===== src/rtl/mem_port_b_arbiter.sv =====
// Port-B arbiter: VGA pixel fetcher (read-only, priority) vs. aux master (read/write).
// Optional aux starvation guard enabled by defining MEM_PORT_B_ARB_STARVE_GUARD_EN.
module mem_port_b_arbiter #(
  parameter int ADDR_WIDTH = 16,
  parameter int DATA_WIDTH = 16,
  parameter int MAX_WAIT   = 8,
  parameter int WAIT_W     = 4
) (
  input  logic                  clk,
  input  logic                  reset,
  input  logic                  vga_req,
  input  logic [ADDR_WIDTH-1:0] vga_addr,
  output logic                  vga_ack,
  output logic [DATA_WIDTH-1:0] vga_rdata,
  output logic                  vga_rvalid,
  input  logic                  aux_req,
  input  logic                  aux_we,
  input  logic [ADDR_WIDTH-1:0] aux_addr,
  input  logic [DATA_WIDTH-1:0] aux_wdata,
  output logic                  aux_ack,
  output logic [DATA_WIDTH-1:0] aux_rdata,
  output logic                  aux_rvalid,
  output logic [ADDR_WIDTH-1:0] mem_addr_b,
  output logic                  mem_we_b,
  output logic [DATA_WIDTH-1:0] mem_data_b,
  input  logic [DATA_WIDTH-1:0] mem_out_b
);

  typedef enum logic [1:0] {
    IDLE      = 2'd0,
    ISSUE_VGA = 2'd1,
    ISSUE_AUX = 2'd2
  } state_e;

  state_e                  state_q, state_d;
  logic [ADDR_WIDTH-1:0]   addr_q, addr_d;
  logic                    we_q, we_d;
  logic [DATA_WIDTH-1:0]   data_q, data_d;
  logic [1:0]              tag_q, tag_d;
  logic                    aux_force;

`ifdef MEM_PORT_B_ARB_STARVE_GUARD_EN
  logic [WAIT_W-1:0] wait_q, wait_d;

  assign aux_force = aux_req && (wait_q == WAIT_W'(MAX_WAIT));

  always_comb begin
    wait_d = wait_q;
    if (!aux_req || (state_d == ISSUE_AUX)) begin
      wait_d = '0;
    end else if (wait_q != WAIT_W'(MAX_WAIT)) begin
      wait_d = wait_q + 1'b1;
    end
  end

  always_ff @(posedge clk or posedge reset) begin
    if (reset) begin
      wait_q <= '0;
    end else begin
      wait_q <= wait_d;
    end
  end
`else
  logic unused_cfg;
  assign unused_cfg = ^{MAX_WAIT, WAIT_W};
  assign aux_force  = 1'b0;
`endif

  // Winner selection; the state only records who was issued, so it never feeds back.
  always_comb begin
    state_d = IDLE;
    addr_d  = addr_q;
    we_d    = 1'b0;
    data_d  = data_q;
    if (aux_req && (aux_force || !vga_req)) begin
      state_d = ISSUE_AUX;
      addr_d  = aux_addr;
      we_d    = aux_we;
      data_d  = aux_wdata;
    end else if (vga_req) begin
      state_d = ISSUE_VGA;
      addr_d  = vga_addr;
    end
  end

  // Owner tag of a read issued this cycle: bit 1 = VGA, bit 0 = aux.
  assign tag_d = {state_q == ISSUE_VGA, (state_q == ISSUE_AUX) && !we_q};

  always_ff @(posedge clk or posedge reset) begin
    if (reset) begin
      state_q <= IDLE;
      addr_q  <= '0;
      we_q    <= 1'b0;
      data_q  <= '0;
      tag_q   <= 2'b00;
    end else begin
      state_q <= state_d;
      addr_q  <= addr_d;
      we_q    <= we_d;
      data_q  <= data_d;
      tag_q   <= tag_d;
    end
  end

  assign vga_ack    = (state_q == ISSUE_VGA);
  assign aux_ack    = (state_q == ISSUE_AUX);
  assign mem_addr_b = addr_q;
  assign mem_we_b   = we_q;
  assign mem_data_b = data_q;
  assign vga_rvalid = tag_q[1];
  assign aux_rvalid = tag_q[0];
  assign vga_rdata  = mem_out_b;
  assign aux_rdata  = mem_out_b;

endmodule


===== config.mk =====
export PLATFORM = sky130hd
export DESIGN_NAME = mem_port_b_arbiter
export DESIGN_NICKNAME = d
export VERILOG_FILES = /design/src/rtl/mem_port_b_arbiter.sv
export SDC_FILE = /design/constraint.sdc
export NUM_CORES = 1
export LEC_CHECK = 0
export CAP_MARGIN = 20
export CORE_ASPECT_RATIO = 1.25
export CORE_MARGIN = 1.5
export CORE_UTILIZATION = 36
export DETAILED_ROUTE_END_ITERATION = 8
export PLACE_DENSITY = 0.85
export SETUP_SLACK_MARGIN = 0.4
export SLEW_MARGIN = 20
export SYNTH_ARGS = -nofsm -noshare
export SYNTH_HDL_FRONTEND = slang
export SYNTH_SLANG_ARGS = --single-unit

===== constraint.sdc =====
create_clock -name clk -period 2.09 [get_ports clk]
set_clock_uncertainty 0.1 [all_clocks]
set_input_delay 0.418 -clock clk [delete_from_list [all_inputs] [get_ports clk]]
set_output_delay 0.418 -clock clk [all_outputs]
set_load 0.05 [all_outputs]

# Word-level counts from Yosys, hierarchy flattened
# Cells that the tools add are included.
totals:
  reg_bits: 37
  in_bits: 69
  output_inout_bits: 69
  word_cells: 17
classes:
  eq_ne: 2
  mux: 5
  n_reduce_logical: 5
op_table:
  columns: ["operator", "n"]
  rows:
  - ["$mux W16", 2]
  - ["$eq A2 B1 Y1 const B", 1]
  - ["$eq A2 B2 Y1 const B", 1]
  - ["$logic_and A1 B1 Y1", 2]
  - ["$logic_not A1 Y1", 2]
  - ["$mux W1", 2]
  - ["$mux W2", 1]
  - ["$reduce_bool A2 Y1", 1]

# Logic depth before layout (Yosys ltp)
# Gate-level depths: netlist (run 1).
depth:
  word_depth: 3
  ltp_mapped: 5
  ltp_nobuf: 2

# Least setup slack after synthesis (run 1)
# OpenSTA, ideal clock, no wires.
synth_timing:
  path_kind: "register -> output"
  start: "register state_q[1]"
  end: "output vga_ack"
  arrival_ns: 1.076
  required_ns: 1.572
  path_slack_ns: 0.496
  path_stages_with_launch: 2
  path_cell_list: "dfrtp_1 -> nor2b_1"
synth_via:
  elab_chain_len: 1
synth_lines:
  columns: ["item", "line_no", "rtl"]
  rows:
  - ["from (decl)", "35", "state_e state_q, state_d;"]
  - ["from (signal assigned)", "97", "state_q <= state_d;"]
  - ["$eq A2 B1 Y1", "105", "assign vga_ack = (state_q == ISSUE_VGA);"]
  - ["to (decl)", "13", "output logic vga_ack,"]
# No other way between the ends.

# Worst setup path in the final report (run 1)
layout_timing:
  start: "register addr_q[10], in the netlist mem_addr_b[10]"
  end: "output mem_addr_b[10]"
layout_lines:
  columns: ["item", "line_no", "rtl"]
  rows:
  - ["from (decl)", "36", "logic [ADDR_WIDTH-1:0] addr_q, addr_d;"]
  - ["from (signal assigned)", "98", "addr_q <= addr_d;"]
  - ["to (decl)", "23", "output logic [ADDR_WIDTH-1:0] mem_addr_b,"]
# No word-level cell between the ends.

==> results of run 1 <==
[logic make-up (layout without fill, tap and decap cells)]
family,count (synthesis),in the layout,share of synthesized area
simple gates,21,21,0.0556
buf+inv,41,103,0.171
flops,37,37,0.520
mux,32,32,0.208
compound gates,16,16,0.0450
[report_power, final]
part / internal (mW) / switching (mW) / total, mW / leakage (nW)
Combinational: 0.234 / 0.399 / 0.633 / 0.659
Clock: 0.474 / 0.248 / 0.722 / 0.0681
Sequential: 0.795 / 0.0418 / 0.837 / 0.445
Total: 1.50 / 0.689 / 2.19 / 1.17
[layout by cell type, fill, tap and decap left out]
cell type,instances
clkdlybuf4s50_1,52
clkbuf_8,5
nand2_1,16
bufinv_16,2
clkbuf_2,25
nor2b_1,3
buf_4,6
clkinv_2,1
clkdlybuf4s15_1,9
buf_12,1
mux2_2,8
dfrtp_1,37
and2_1,1
o21ai_0,16
mux2_4,8
dlygate4sd2_1,1
inv_1,1
nor2b_4,1
mux2i_1,16
[synthesized netlist by cell type]
library cell   n  area share
nor2b_1        3       0.011
nor2b_4        1      0.0077
buf_6          2       0.013
clkbuf_1       4      0.0084
mux2i_1       16       0.090
inv_1          1      0.0021
buf_8          1      0.0084
o21ai_0       16       0.045
buf_4         33        0.14
mux2_4         8       0.068
and2_1         1      0.0035
nand2_1       16       0.034
dfrtp_1       37        0.52
mux2_2         8       0.051
[per-layer routing]
| metal | part of all wire | vias up |
|---|---|---|
| li1 | - | 571 |
| met1 | 0.34 | 562 |
| met2 | 0.51 | 64 |
| met3 | 0.13 | 18 |
| met4 | 0.026 | 0 |
| met5 | 0 | - |
[repair_timing]
action / 4_1_cts / 5_1_grt
hold buffers: 0 / 0
resized for setup: 58 / 36
endpoints found under the setup margin: 35 / 31
buffers inserted: 0 / 0
[worst min-delay path by stage]
stage	from	end	slack (ps)	depth (start not counted)
floorplan	vga_req	state_q[0]$_DFF_PP0_	420	1
global placement	mem_we_b$_DFF_PP0_	tag_q[0]$_DFF_PP0_	310	1
detailed placement	mem_we_b$_DFF_PP0_	tag_q[0]$_DFF_PP0_	320	1
CTS	mem_we_b$_DFF_PP0_	tag_q[0]$_DFF_PP0_	330	1
global route	mem_we_b$_DFF_PP0_	tag_q[0]$_DFF_PP0_	340	1
finish	mem_we_b$_DFF_PP0_	tag_q[0]$_DFF_PP0_	330	1
[layout make-up]
type / instances / area share
Clock inverter: 3 / 0.0261
Clock buffer: 5 / 0.0276
Tap cell: 60 / 0.0301
Sequential cell: 37 / 0.371
Multi-Input combinational cell: 69 / 0.220
Timing Repair Buffer: 94 / 0.324
Inverter: 1 / 0.00150
[per-stage QoR]
step	instances	area, µm²	hold WS (ps)	total power [mW]
final	269	2500	325	2.19
after CTS	269	2610	332	2.25
after detailed placement	261	2490	324	1.56
after global placement	261	2490	305	1.54
after global routing	269	2500	335	2.29
after floorplan	147	1780	416	1.43
[state kept, by name, summed over array words and instances (netlist names)]
signal      count
mem_data_b     16
mem_addr_b     16
tag_q           2
state_q         2
mem_we_b        1
==> impl_metrics.env, run 1 <==
export IMPL_synth_warnings=0
export IMPL_htreeDepth=2
export IMPL_critPathCapture="mem_addr_b[10]"
export IMPL_synthCells=147
export IMPL_fin_nets=277
export IMPL_diodes=0
export IMPL_ff2ff_path_depth=1
export IMPL_syn_num_nets=216
export IMPL_start_util=0.376
export IMPL_ios=138
export IMPL_drt_total_wl_um=3690
export IMPL_slowest_stage="clkdlybuf4s15_1"
export IMPL_fin_ws_ps=424
export IMPL_portBuffers=89
export IMPL_num_rows=28
export IMPL_r2r_start="mem_data_b[10]$_DFFE_PP0P_"
export IMPL_ys_seq_area_frac=0.520
export IMPL_setup_tns_ps=0
export IMPL_grt_total_usage=0.137
export IMPL_min_period_ps=1670
export IMPL_top_usage_layer="met2"
export IMPL_setup_violations=0
export IMPL_drt_iter0_markers=47
export IMPL_relSlewSlack=0.673
export IMPL_clk_pin_slew_ps=70
export IMPL_clock_latency_ps=280
export IMPL_fmax_mhz=600
export IMPL_grtUsageMet1=0.124
export IMPL_grt_util_met2=0.258
export IMPL_syn_to_final_growth_pct=40.4
export IMPL_grt_pass1_wl_um=5440
export IMPL_status="complete, no violations"
export IMPL_p_leak_nw=1.17
export IMPL_path_max_fanout=2
export IMPL_cts_root_buf="clkbuf_8"
export IMPL_final_util=0.528
export IMPL_synth_seq_cells=37
export IMPL_criticalPathCategory="flip-flop to output pin"
export IMPL_endpoint_kind="output pin"
export IMPL_numCtsBuffers=5
export IMPL_grt_max_degree=34
export IMPL_worstPathCellList="clkdlybuf4s15_1"
export IMPL_grt_pass1_vias=1220
export IMPL_numClockSinks=37
export IMPL_antenna_found_initial=0
export IMPL_place_congestion=0.673
export IMPL_cp_num_cells=1
export IMPL_hpwl_um=2840
export IMPL_period_share=0.797
export IMPL_yosysUniqueCellTypes=14
export IMPL_drive_gt1_frac=0.273
export IMPL_crit_start="mem_addr_b[10]$_DFFE_PP0P_"
export IMPL_required_ps=1570
export IMPL_dieArea_mm2=0.00538
export IMPL_clock_path_buffers=2
export IMPL_vias_per_cell=4.52
export IMPL_route_detailed_drc=0
export IMPL_dr_pass1_iters=2
export IMPL_crit_family="buffers and inverters"
export IMPL_die_w_um=65.9
export IMPL_startpoint_type="flip-flop"
export IMPL_rsz0062_at_grt="yes"
export IMPL_arrival_ps=1150
export IMPL_avgSynthCellArea_um2=12.1
export IMPL_path_buf_inv=1
export IMPL_r2r_end="mem_data_b[10]$_DFFE_PP0P_"
export IMPL_pre_cts_ws_ps=276
export IMPL_drv_slew=0
export IMPL_max_stage_delay_ps=510
export IMPL_vdd_drop_max_uv=468
export IMPL_drv_cap=0
export IMPL_use_met3=0.0575
export IMPL_hold_class="flip-flop to flip-flop"
export IMPL_seq_area_um2=926
export IMPL_gr_total_overflow=0
export IMPL_route_vias_total=1215
export IMPL_synthesis_area_mm2=0.00178
export IMPL_wl_per_cell_um=13.7
export IMPL_nFillCells=439
export IMPL_hold_viol=0
export IMPL_powerDensity_mw_per_mm2=878
export IMPL_cts_tree="done"
export IMPL_die_h_um=81.6
export IMPL_multi_input_area_um2=549
export IMPL_r2r_setup_slack_ps=1220
export IMPL_worst_slew_pin_slew_ps=492
export IMPL_core_mm2=0.00473
export IMPL_ant_nets=0
No activity file was read; power rests on OpenSTA's default activity.
==> run 2, diff against run 1 <==
CORE_UTILIZATION = 30   (was 36)
PLACE_DENSITY = 0.75   (was 0.85)
clock period = 1.52 ns   (was 2.09 ns; I/O delays follow)
==> run 2 against run 1 <==
Effect of this change: non-clock buffer count increased by 12; first-iteration DRC count is 60% lower; via count is 4.4% higher; highest routed layer unchanged; sequential power grew 45%; combinational power grew 100%; routed wire length grew 13%; global-route usage down 0.12 points; setup slack worse by 330 ps; final cell count is 6.7% higher; design area rose by 28%; die area is 19% higher; sequential share of layout area fell by 8.2 points.
==> impl_metrics.env, run 2 (synthesis results as in run 1) <==
export IMPL_status="complete, no violations"
export IMPL_fin_nets=289
export IMPL_arrival_ps=1020
export IMPL_numClockSinks=37
export IMPL_hold_viol=0
export IMPL_vias_per_cell=4.42
export IMPL_num_rows=31
export IMPL_criticalPathCategory="flip-flop to output pin"
export IMPL_hold_buffers=0
export IMPL_die_h_um=89.1
export IMPL_required_ps=1120
export IMPL_place_congestion=0.667
export IMPL_grt_max_degree=34
export IMPL_mostFrequentLayoutCell="clkdlybuf4s50_1"
export IMPL_start_util=0.308
export IMPL_die_w_um=71.9
export IMPL_dieArea_mm2=0.00640
export IMPL_period_share=0.936
export IMPL_fmax_mhz=703
export IMPL_endpoint_kind="output pin"
export IMPL_path_max_fanout=2
export IMPL_min_period_ps=1420
export IMPL_numCtsBuffers=5
export IMPL_powerDensity_mw_per_mm2=1090
export IMPL_grt_total_usage=0.136
export IMPL_holdWs_ps=277
export IMPL_drt_iter0_markers=19
export IMPL_syn_to_final_growth_pct=80.2
export IMPL_route_vias_total=1269
export IMPL_dr_pass1_iters=4
export IMPL_relSlewSlack=0.809
export IMPL_portBuffers=89
export IMPL_cts_root_buf="clkbuf_8"
export IMPL_core_mm2=0.00578
export IMPL_route_detailed_drc=0
export IMPL_clock_latency_ps=290
export IMPL_drv_cap=0
export IMPL_p_leak_nw=1.46
export IMPL_startpoint_type="flip-flop"
export IMPL_drv_slew=0
export IMPL_worst_slew_pin_slew_ps=286
export IMPL_rsz0062_at_grt="yes"
export IMPL_cts_tree="done"
export IMPL_htreeDepth=2
export IMPL_ios=138
export IMPL_mostFrequentLayoutCells="clkdlybuf4s50_1, buf_12, dfrtp_1"
export IMPL_vdd_drop_max_uv=718
export IMPL_drive_gt1_frac=0.380
export IMPL_hpwl_um=3000
export IMPL_hold_class="input pin to asynchronous set/reset pin"
export IMPL_grt_pass1_wl_um=6510
export IMPL_wl_per_cell_um=14.5
export IMPL_drt_total_wl_um=4160
export IMPL_ant_nets=0
export IMPL_grt_pass1_vias=1326
export IMPL_clock_path_buffers=2
export IMPL_crit_start="state_q[0]$_DFF_PP0_"
export IMPL_gr_total_overflow=0
export IMPL_r2r_start="mem_data_b[10]$_DFFE_PP0P_"
export IMPL_finalPower_mw=3.49
export IMPL_setup_violations=0
export IMPL_clk_pin_slew_ps=80
export IMPL_antenna_found_initial=0
export IMPL_diodes=0
## run 2: changes by cell type in the layout (fill, tap and decap cells not counted), sizes merged, moves of 2 or more
cell	delta
clkbuf	-24
clkdlybuf4s15	-9
clkdlybuf4s50	-2
buf	+48
## run 2: final cells by class
cell class,instances,area (µm²)
Clock inverter,3,65.1
Clock buffer,5,68.8
Inverter,1,7.51
Tap cell,66,82.6
Fill cell,479,2570
Multi-Input combinational cell,69,583
Sequential cell,37,926
Timing Repair Buffer,106,1470
## run 2: where the power goes
group,switching [mW],internal (mW),total [mW]
logic,0.570,0.707,1.28
registers,0.120,1.09,1.21
clock network,0.345,0.652,0.996
## run 2: stage by stage
step | TNS (ps) | area, µm² | util | instances | setup slack, ps
floorplan | 0 | 1810 | - | 147 | 200
global placement | -4480 | 2910 | 0.503 | 269 | -187
detailed placement | -6010 | 2910 | 0.503 | 269 | -242
CTS | 0 | 3160 | 0.547 | 285 | 70.9
global route | 0 | 3210 | 0.555 | 287 | 33.9
finish | 0 | 3210 | 0.555 | 287 | 97.0
## run 2: per-layer routing
| metal | vias up | GRT usage | part of all wire |
|---|---|---|---|
| met5 | - | 0 | 0 |
| met4 | 0 | 0.0755 | 0.038 |
| met3 | 27 | 0.0496 | 0.089 |
| met2 | 58 | 0.225 | 0.50 |
| met1 | 586 | 0.153 | 0.38 |
| li1 | 598 | - | - |
## run 2: path summary, 6_finish.rpt
check	to	slack, ps	depth (start not counted)
min in group clk	state_q[0]$_DFF_PP0_	340	2
worst max-delay path	vga_ack	100	2
worst min-delay path	state_q[0]$_DFF_PP0_	280	3
max in group asynchronous	mem_data_b[13]$_DFFE_PP0P_	850	3
worst min register to register	tag_q[1]$_DFF_PP0_	380	1
worst max register to register	mem_data_b[10]$_DFFE_PP0P_	500	2
## run 2: critical path, stage by stage (launching register included)
cell and delay, ps:
dfrtp_1 400, nor2b_4 190, buf_12 140
## run 2: timing repair
item / 4_1_cts / 5_1_grt
setup endpoints to repair: 71 / 43
buffers inserted: 6 / 1
cloned: 2 / 1
gates resized for setup: 11 / 4
==> run 3, diff against run 2 <==
CORE_UTILIZATION = 55   (was 30)
CTS_CLUSTER_DIAMETER = 150   (was default)
DONT_BUFFER_PORTS = 1   (was default)
PLACE_DENSITY = 0.72   (was 0.75)
==> run 3 against run 2 <==
Effect of this change: the run now ends with hold timing left; worst hold slack worse by 430 ps; routed wire length down 29%; power down 33%; sequential share of layout area up 24 points; core utilization up 5.9 points; design area down 43%; fmax down 6.1%; count of clock-buffer cells in the layout up 2; clock power down 49%.
==> impl_metrics.env, run 3 (synthesis results as in run 1) <==
export IMPL_die_h_um=66.6
export IMPL_multi_input_area_um2=564
export IMPL_nFillCells=237
export IMPL_holdWs_ps=-154
export IMPL_setup_violations=0
export IMPL_dp_cells=146
export IMPL_hold_class="input pin to asynchronous set/reset pin"
export IMPL_ant_nets=0
export IMPL_path_buf_inv=0
export IMPL_dr_pass1_iters=4
export IMPL_fin_nets=202
export IMPL_gr_total_overflow=0
export IMPL_drv_cap=0
export IMPL_grt_max_degree=38
export IMPL_relSlewSlack=0.499
export IMPL_route_detailed_drc=0
export IMPL_htreeDepth=2
export IMPL_clk_pin_slew_ps=100
export IMPL_ff2ff_path_depth=2
export IMPL_num_rows=22
export IMPL_grt_pass1_vias=892
export IMPL_route_vias_total=937
export IMPL_hpwl_um=2050
export IMPL_violations="hold timing"
export IMPL_status="finished, violations left"
export IMPL_powerDensity_mw_per_mm2=1260
export IMPL_vdd_drop_max_uv=854
export IMPL_grt_total_usage=0.171
export IMPL_drive_gt1_frac=0.466
export IMPL_drv_slew=0
export IMPL_drt_total_wl_um=2970
export IMPL_crit_family="flip-flops"
export IMPL_min_period_ps=1520
export IMPL_portBuffers=0
export IMPL_required_ps=1120
export IMPL_clock_path_buffers=2
export IMPL_syn_to_final_growth_pct=3.52
export IMPL_seq_area_um2=967
export IMPL_p_leak_nw=0.794
export IMPL_core_mm2=0.00300
export IMPL_r2r_setup_slack_ps=420
export IMPL_numCtsBuffers=5
export IMPL_ios=138
export IMPL_r2r_end="tag_q[0]$_DFF_PP0_"
export IMPL_clock_latency_ps=330
export IMPL_arrival_ps=1110
export IMPL_cts_setup_buffers=0
export IMPL_antenna_found_initial=0
export IMPL_stdcell_area_mm2=0.00184
export IMPL_drt_iter0_markers=16
export IMPL_worst_slew_pin_slew_ps=751
export IMPL_worstPathCellList="nor2b_4"
export IMPL_cts_root_buf="clkbuf_4"
export IMPL_wl_per_cell_um=17.5
export IMPL_dieArea_mm2=0.00359
export IMPL_endpoint_kind="output pin"
export IMPL_period_share=0.997
export IMPL_criticalPathCategory="flip-flop to output pin"
export IMPL_die_w_um=53.9
export IMPL_grt_pass1_wl_um=4180
export IMPL_mostFrequentLayoutCell="dfrtp_2"
export IMPL_fmax_mhz=660
export IMPL_start_util=0.593
export IMPL_r2r_start="state_q[1]$_DFF_PP0_"
export IMPL_diodes=0
export IMPL_numClockSinks=37
export IMPL_rsz0062_at_grt="yes"
export IMPL_cts_tree="done"
export IMPL_dpl_cell_area_mm2=0.00158
export IMPL_max_stage_delay_ps=410
export IMPL_startpoint_type="flip-flop"
export IMPL_mostFrequentLayoutCells="dfrtp_2, mux2i_1, nand2_1, o21ai_0, dlygate4sd3_1"
export IMPL_hold_viol=54
export IMPL_path_max_fanout=2
export IMPL_place_congestion=0.616
export IMPL_vias_per_cell=5.54
export IMPL_slowest_stage="dfrtp_1"
export IMPL_layout_cells_non_filler=169
-- run 3: cell count changes in the layout (fill, tap and decap cells not counted), sizes merged --
cell / delta
bufinv: -2
dlygate4sd3: +16
buf: -52
clkinv: -1
clkdlybuf4s50: -50
clkbuf: +1
-- run 3: area by class of cell --
class,count,share of cell area
clock buffers,7,0.0299
inverters,1,0.00408
multi-input cells,69,0.306
flip-flops and latches,37,0.525
well taps,36,0.0245
repair buffers,19,0.110
-- run 3: report_power, final --
group	switching (mW)	leakage, nW	internal, mW	total [mW]
combinational	0.106	0.354	0.155	0.261
clock	0.291	0.0314	0.218	0.509
sequential	0.444	0.409	1.11	1.55
total	0.840	0.794	1.48	2.32
-- run 3: how the worst max path moves through the flow --
stage / to / from / slack (ps) / cells past startpoint
after floorplan: mem_data_b[10]$_DFFE_PP0P_ / aux_req / 200 / 5
after global placement: mem_data_b[15]$_DFFE_PP0P_ / aux_req / 350 / 3
after detailed placement: mem_data_b[1]$_DFFE_PP0P_ / aux_req / 320 / 3
after CTS: vga_ack / state_q[0]$_DFF_PP0_ / -20 / 1
after global routing: vga_ack / state_q[0]$_DFF_PP0_ / -80 / 1
final: vga_ack / state_q[0]$_DFF_PP0_ / 5 / 1
-- run 3: per-layer routing --
| metal | wire, µm | GRT usage |
|---|---|---|
| met1 | 1040 | 0.174 |
| met2 | 1510 | 0.276 |
| met3 | 386 | 0.103 |
| met4 | 34 | 0.0705 |
| met5 | 0 | 0 |
-- run 3: what timing repair did --
action                                  in CTS  in global routing
endpoints found under the setup margin      59                 38
hold buffers                                12                  4
hold endpoints to repair                    66                 58
gates resized for setup                     35                  0
-- run 3: per-stage QoR --
stage / TNS (ps) / hold WS, ps / setup slack [ps] / util / power, mW
2_1_floorplan: 0 / 164 / 200 / - / 1.98
3_3_place_gp: 0 / 221 / 347 / 0.526 / 1.76
3_5_place_dp: 0 / 237 / 321 / 0.526 / 1.78
4_1_cts: -29.3 / -136 / -24.6 / 0.601 / 2.35
5_1_grt: -120 / -156 / -84.1 / 0.614 / 2.44
6_report: 0 / -154 / 4.50 / 0.614 / 2.32
